<file path="config.mk">
export PLATFORM = sky130hd
export DESIGN_NAME = pellet_countdown
export DESIGN_NICKNAME = d
export VERILOG_FILES = /design/src/rtl/pacman_timer_pkg.sv /design/src/rtl/tick_prescaler.sv /design/src/rtl/pellet_countdown.sv
export SDC_FILE = /design/constraint.sdc
export NUM_CORES = 1
export LEC_CHECK = 0
export ABC_AREA = 1
export BUFFER_PORTS_ARGS = -buffer_cell sky130_fd_sc_hd__buf_2
export CAP_MARGIN = 25
export CORE_ASPECT_RATIO = 2
export CORE_MARGIN = 5
export CORE_UTILIZATION = 50
export DETAILED_ROUTE_END_ITERATION = 7
export GPL_ROUTABILITY_DRIVEN = 0
export PLACE_DENSITY = 0.74
export SYNTH_ARGS = -nofsm -noshare
export SYNTH_HDL_FRONTEND = slang
export SYNTH_SLANG_ARGS = --single-unit
</file>
<file path="constraint.sdc">
create_clock -name Clk -period 1.6 [get_ports Clk]
set_input_delay 0.32 -clock Clk [delete_from_list [all_inputs] [get_ports Clk]]
set_output_delay 0.32 -clock Clk [all_outputs]
set_load 0.05 [all_outputs]
</file>
<file path="src/rtl/pacman_timer_pkg.sv">
`timescale 1ns/1ps
`default_nettype none
// ---------------------------------------------------------------------------
// pacman_timer_pkg : shared types and BCD helpers for the game-phase timers
// Rev 1.0
// ---------------------------------------------------------------------------
package pacman_timer_pkg;

    typedef logic [3:0] bcd_t;

    typedef enum logic [1:0] {
        ST_IDLE   = 2'd0,
        ST_RUN    = 2'd1,
        ST_PAUSED = 2'd2,
        ST_DONE   = 2'd3
    } cd_state_t;

    localparam bcd_t C_MAX_DEC = 4'd9;
    localparam bcd_t C_MAX_SEX = 4'd5;

    function automatic bcd_t bcd_clamp(input bcd_t d, input bcd_t max);
        return (d > max) ? max : d;
    endfunction

    // One digit step down; a zero digit wraps to its maximum.
    function automatic bcd_t bcd_dec(input bcd_t d, input bcd_t max);
        return (d == 4'd0) ? max : d - 4'd1;
    endfunction

endpackage
`default_nettype wire

</file>
<file path="src/rtl/tick_prescaler.sv">
`timescale 1ns/1ps
`default_nettype none
// ---------------------------------------------------------------------------
// tick_prescaler : counts enabled cycles 0..TICK_DIV-1, one-cycle tick at wrap
// Rev 1.0
// ---------------------------------------------------------------------------
module tick_prescaler #(
    parameter int TICK_DIV = 5000000
) (
    input  logic Clk,
    input  logic Reset,
    input  logic enable,
    input  logic clear,
    output logic tick
);

    localparam int CNT_W = (TICK_DIV > 1) ? $clog2(TICK_DIV) : 1;
    localparam logic [CNT_W-1:0] C_TERMINAL = CNT_W'(TICK_DIV - 1);

    logic [CNT_W-1:0] r_count;
    logic             w_at_end;

    assign w_at_end = (r_count == C_TERMINAL);
    assign tick     = enable && w_at_end && !clear;

    always_ff @(posedge Clk or posedge Reset) begin
        if (Reset) begin
            r_count <= '0;
        end else if (clear) begin
            r_count <= '0;
        end else if (enable) begin
            r_count <= w_at_end ? '0 : r_count + 1'b1;
        end
    end

endmodule
`default_nettype wire

</file>
<file path="src/rtl/pellet_countdown.sv">
`timescale 1ns/1ps
`default_nettype none
// ---------------------------------------------------------------------------
// pellet_countdown : mm:ss.t BCD down-counter with expiry pulse and low-time
// warning. Define COUNTDOWN_WARN_EN to build the warn comparator. Rev 1.0
// ---------------------------------------------------------------------------
module pellet_countdown
    import pacman_timer_pkg::*;
#(
    parameter int TICK_DIV    = 5000000,
    parameter int WARN_TENTHS = 20
) (
    input  logic       Clk,
    input  logic       Reset,
    input  logic       Load,
    input  logic [3:0] load_hex0,
    input  logic [3:0] load_hex1,
    input  logic [3:0] load_hex2,
    input  logic [3:0] load_hex3,
    input  logic       Start,
    input  logic       Pause,
    input  logic       Kill,
    output logic [3:0] hex0,
    output logic [3:0] hex1,
    output logic [3:0] hex2,
    output logic [3:0] hex3,
    output logic       running,
    output logic       expired,
    output logic       warn
);

    cd_state_t r_state, w_next_state;
    bcd_t      r_hex0, r_hex1, r_hex2, r_hex3;
    bcd_t      w_dec0, w_dec1, w_dec2, w_dec3;
    logic      w_b0, w_b1, w_b2;
    logic      w_is_zero, w_dec_zero;
    logic      w_tick, w_presc_en;
    logic      r_expired;

    assign w_presc_en = (r_state == ST_RUN) && !Kill;

    tick_prescaler #(
        .TICK_DIV (TICK_DIV)
    ) u_prescaler (
        .Clk    (Clk),
        .Reset  (Reset),
        .enable (w_presc_en),
        .clear  (Load),
        .tick   (w_tick)
    );

    // Borrow ripples upward only while every lower digit is zero.
    assign w_b0   = (r_hex0 == 4'd0);
    assign w_b1   = w_b0 && (r_hex1 == 4'd0);
    assign w_b2   = w_b1 && (r_hex2 == 4'd0);
    assign w_dec0 = bcd_dec(r_hex0, C_MAX_DEC);
    assign w_dec1 = w_b0 ? bcd_dec(r_hex1, C_MAX_DEC) : r_hex1;
    assign w_dec2 = w_b1 ? bcd_dec(r_hex2, C_MAX_SEX) : r_hex2;
    assign w_dec3 = w_b2 ? bcd_dec(r_hex3, C_MAX_DEC) : r_hex3;

    assign w_is_zero  = ({r_hex3, r_hex2, r_hex1, r_hex0} == 16'h0000);
    assign w_dec_zero = ({w_dec3, w_dec2, w_dec1, w_dec0} == 16'h0000);

    always_ff @(posedge Clk or posedge Reset) begin
        if (Reset) begin
            r_state <= ST_IDLE;
        end else begin
            r_state <= w_next_state;
        end
    end

    always_comb begin
        w_next_state = r_state;
        case (r_state)
            ST_IDLE:   if (Start && !w_is_zero) w_next_state = ST_RUN;
            ST_RUN: begin
                if (w_tick && w_dec_zero) w_next_state = ST_DONE;
                else if (Pause)           w_next_state = ST_PAUSED;
            end
            ST_PAUSED: if (Start) w_next_state = ST_RUN;
            ST_DONE:   w_next_state = ST_DONE;
            default:   w_next_state = ST_IDLE;
        endcase
        if (Load) w_next_state = ST_IDLE;
    end

    always_ff @(posedge Clk or posedge Reset) begin
        if (Reset) begin
            r_hex0    <= 4'd0;
            r_hex1    <= 4'd0;
            r_hex2    <= 4'd0;
            r_hex3    <= 4'd0;
            r_expired <= 1'b0;
        end else begin
            r_expired <= 1'b0;
            if (Load) begin
                r_hex0 <= bcd_clamp(load_hex0, C_MAX_DEC);
                r_hex1 <= bcd_clamp(load_hex1, C_MAX_DEC);
                r_hex2 <= bcd_clamp(load_hex2, C_MAX_SEX);
                r_hex3 <= bcd_clamp(load_hex3, C_MAX_DEC);
            end else if (w_tick) begin
                r_hex0    <= w_dec0;
                r_hex1    <= w_dec1;
                r_hex2    <= w_dec2;
                r_hex3    <= w_dec3;
                r_expired <= w_dec_zero;
            end
        end
    end

    assign hex0    = r_hex0;
    assign hex1    = r_hex1;
    assign hex2    = r_hex2;
    assign hex3    = r_hex3;
    assign running = (r_state == ST_RUN);
    assign expired = r_expired;

`ifdef COUNTDOWN_WARN_EN
    localparam logic [12:0] C_WARN_LIMIT = 13'(WARN_TENTHS);
    logic [12:0] w_remaining;

    assign w_remaining = 13'(r_hex3) * 13'd600 + 13'(r_hex2) * 13'd100
                       + 13'(r_hex1) * 13'd10  + 13'(r_hex0);
    assign warn = running && (w_remaining <= C_WARN_LIMIT) && (w_remaining != 13'd0);
`else
    localparam logic [12:0] C_WARN_LIMIT = 13'(WARN_TENTHS);
    logic w_unused_warn_cfg;

    assign w_unused_warn_cfg = ^C_WARN_LIMIT;
    assign warn = 1'b0;
`endif

endmodule
`default_nettype wire
</file>
==> flow_metrics.py <==
metrics = {
    "yosys": {
        "syn_area_per_cell_um2": 7.37,
        "syn-instance-count": 373,
        "yosysTopAreaCellShare": 0.382,
        "postSynth.asyncResetShare": 1.00,
        "synth.ff_latch_count": 42,
        "syn_nets": 396,
        "postSynth.topFlopCell": "dfrtp_1",
        "synth-seq-area-share": 0.382,
        "synthesis.yosys.warnings": 0,
        "synthDistinctLibCells": 45,
        "synth_enable_flop_cells": 0,
        "netlist_area_mm2": 0.00275,
        "synth_area_leader_cell": "dfrtp_1",
        "synthTopCellsByArea": "dfrtp_1, nand2_1, nor2_1",
    },
    "pwr": {
        "fraction_of_power_consumed_by_the_clock_network": 0.280,
        "comb_power_share": 0.293,
        "netSwitchingFraction": 0.349,
        "seqPwrFrac": 0.427,
        "power_leakage_nw": 2.02,
        "p_per_area_mw_per_mm2": 652,
        "p_int_mw": 1.75,
        "power.net_switching_mw": 0.939,
        "vdd_drop_max_mv": 0.627,
    },
    "critical_path": {
        "reg2reg_to": "u_prescaler.r_count[18]$_DFFE_PP0P_",
        "endpoint": "u_prescaler.r_count[18]$_DFFE_PP0P_",
        "required_ns": 1.81,
        "worst-endpoint-arrival_ns": 2.07,
        "worst-r2r-cell-count": 11,
        "worst_setup_path_startpoint": "u_prescaler.r_count[0]$_DFFE_PP0P_",
        "regToRegSetupSlack_ns": -0.26,
        "endpoint_kind": "register",
        "reg2reg_from": "u_prescaler.r_count[0]$_DFFE_PP0P_",
        "timing_worst_setup_path_type": "register to register",
        "largest_fanout_of_any_net_on_the_critical_path": 6,
        "startpoint_type": "register",
    },
    "die": {
        "core_region_area_mm2": 0.00537,
        "design.die.area_mm2": 0.00717,
        "die_width_um": 62.4,
        "core.rowCount": 38,
        "floorplan.initialDensity": 0.512,
        "io_pins": 41,
        "floorplan.die.height_um": 115,
    },
    "detailed_routing": {
        "first_drt_pass_iteration_count": 5,
        "drt_wl_total_um": 9740,
        "dr_total_vias": 3219,
        "drtAntennaViolNets": 0,
        "avgViaCountPerCell": 5.73,
        "avgRoutedWirePerCell_um": 17.3,
        "drc": 0,
        "drt_iter0_markers": 216,
    },
    "sta": {
        "final_min_period_over_clock_period": 1.16,
        "timing.final.setup_violations": 39,
        "shortest_period_the_worst_path_allows_ns": 1.86,
        "achievable-frequency_ghz": 0.537,
        "finalClockSkew_ns": 0.00560,
        "final-max-slew-violation-count": 0,
        "rsz_0062_raised_after_global_routing": "yes",
        "layout_setup_ws_ns": -0.262,
        "finalSetupTns_ns": -6.95,
        "timing_hold_violations_final": 0,
        "timing.hold.ws_ns": 0.0369,
    },
    "clock_tree": {
        "root_buffer": "clkbuf_8",
        "clkSlewWorstSetupHoldPaths_ns": 0.08,
        "clock_sinks": 42,
        "cts_tree": "yes",
        "h-tree-depth": 2,
        "cts_hold_buffers": 0,
        "clockBufferDepth": 2,
        "clk_latency_ns": 0.32,
        "tritoncts.num_buffers": 5,
    },
    "cells_and_area": {
        "area_used_by_multi_input_combinational_logic_mm2": 0.00171,
        "final_core_util": 0.768,
        "finalNonFillerCells": 562,
        "antenna_cells_inserted": 0,
        "seq_area_mm2": 0.00107,
        "area_growth_pct": 50.1,
        "fillerInstances": 373,
        "final_layout_size_suffix_gt1_frac": 0.488,
        "final_nets": 524,
    },
    "placed_design": {
        "buffer_ports.inserted": 39,
        "post-dp-hpwl_um": 6240,
        "dp.cells": 534,
    },
    "grt": {
        "number_of_antenna_violations_at_the_first_check_in_global_routing": 0,
        "grt_overflow_total": 0,
        "global_route_wire_length_before_repair_um": 14300,
        "gr-usage-all-layers": 0.251,
        "grt_max_degree": 43,
        "via_count_of_the_first_global_routing_pass": 3239,
    },
    "run_status": {
        "failing_checks": "setup timing",
        "run_status": "complete, but fails checks",
    },
    "min_path": {
        "hp-class": "input pin to async pin",
    },
    "job": {
        "max_cap_violations": 0,
    },
}
[registers in the layout, summed over array words and instances (netlist names)]
name	flops
hex0	4
u_prescaler.r_count	23
hex3	4
hex1	4
expired	1
hex2	4
r_state	2
[routing by layer]
metal | vias up | part of all wire | global-route usage
met5 | - | 0 | 0
met4 | 0 | 0.062 | 0.180
met3 | 52 | 0.048 | 0.0303
met2 | 135 | 0.57 | 0.481
met1 | 1569 | 0.32 | 0.239
li1 | 1463 | - | -
[synth_stat cells (all sizes together) (2+ instances only)]
master / count
dfrtp: 42
buf: 8
o21ai: 23
nand4: 8
or2: 2
xor2: 6
a21oi: 13
a221oi: 2
nor2: 55
and2: 2
inv: 50
nand2: 94
o211ai: 3
a22oi: 3
nand3: 33
a21boi: 2
nor3: 15
a31oi: 2
[cell type report]
class | count | area share
clock inverter | 1 | 0.00121
multi-input combinational | 272 | 0.416
inverter | 50 | 0.0467
timing repair buffer | 129 | 0.236
clock buffer | 7 | 0.0209
timing repair inverter | 1 | 0.00273
sequential | 42 | 0.258
tap | 60 | 0.0182
[through the flow]
step	setup slack [ns]	total power [mW]	instance area (um^2)
3_3_place_gp	-0.132	1.82	3580
6_report	-0.262	2.69	4130
2_1_floorplan	-0.0807	1.57	2820
4_1_cts	-0.142	2.62	3910
3_5_place_dp	-0.172	1.83	3580
5_1_grt	-0.318	2.81	4130
[worst max-delay path, stage by stage (launching register included)]
cell     delay [ns]
dfrtp_1        0.43
ha_4           0.18
nand2_4        0.08
nor2_8         0.10
nand2_4        0.06
nor2_4         0.09
nand3_4        0.12
o21ai_4        0.25
buf_12         0.17
buf_12         0.12
a21oi_2        0.04
o21a_1         0.11
[worst min-delay path by stage]
stage / cells past startpoint / startpoint / endpoint / slack [ns]
floorplan: 2 / load_hex2[1] / hex2[1]$_DFFE_PP0P_ / 0.46
global placement: 3 / Reset / u_prescaler.r_count[5]$_DFFE_PP0P_ / 0.39
detailed placement: 3 / Reset / expired$_DFF_PP0_ / 0.40
CTS: 3 / Reset / expired$_DFF_PP0_ / 0.06
global route: 3 / Reset / u_prescaler.r_count[4]$_DFFE_PP0P_ / 0.07
finish: 3 / Reset / u_prescaler.r_count[4]$_DFFE_PP0P_ / 0.04
[placed cells by master (no fill, tap or decap), types with 2 or more instances in the layout]
master    count
inv_2         6
nand2_2      21
clkbuf_8      6
nand3_1      22
a221oi_2      2
o21ai_2       6
buf_4        78
buf_6         7
nor3_1        7
xor2_1        6
inv_1        43
buf_12        4
nand2_1      70
nand3_4       2
nand2_4       3
o21ai_1       5
or2_2         2
nor3_2        7
nor2_1       28
nor2_2       13
nor2_8        2
nand3_2       9
a21oi_1      10
buf_2        38
nor2_4       12
dfrtp_1      30
nand4_1       8
dfrtp_2      12
o21ai_0      11
a31oi_1       2
a22oi_1       3
a21oi_2       3
o211ai_1      3
[cells by family (layout without fill, tap and decap cells)]
family,Yosys count,count (layout),synth area share
buffers and inverters,59,188,0.0938
xor gates and xnor gates,6,6,0.0191
AOI/OAI and AO/OA,53,53,0.120
DFF,42,42,0.382
and+or+nand+nor,211,211,0.379
adders and majority gates,1,1,0.00455
other,1,1,0.00136
[power by group through the flow]
stage                     logic, mW  clock network [mW]  registers, mW
after global placement        0.657                   0           1.16
after detailed placement      0.668                   0           1.16
after global routing          0.845               0.811           1.15
after floorplan               0.288                   0           1.29
final                         0.788               0.754           1.15
after CTS                     0.725               0.757           1.14
[what timing repair did]
action / CTS / global route
cloned: 2 / 1
setup buffers: 12 / 5
pin swaps: 15 / 18
endpoints found under the setup margin: 39 / 41
resized for setup: 37 / 46
(Power assumes the default switching activity.)
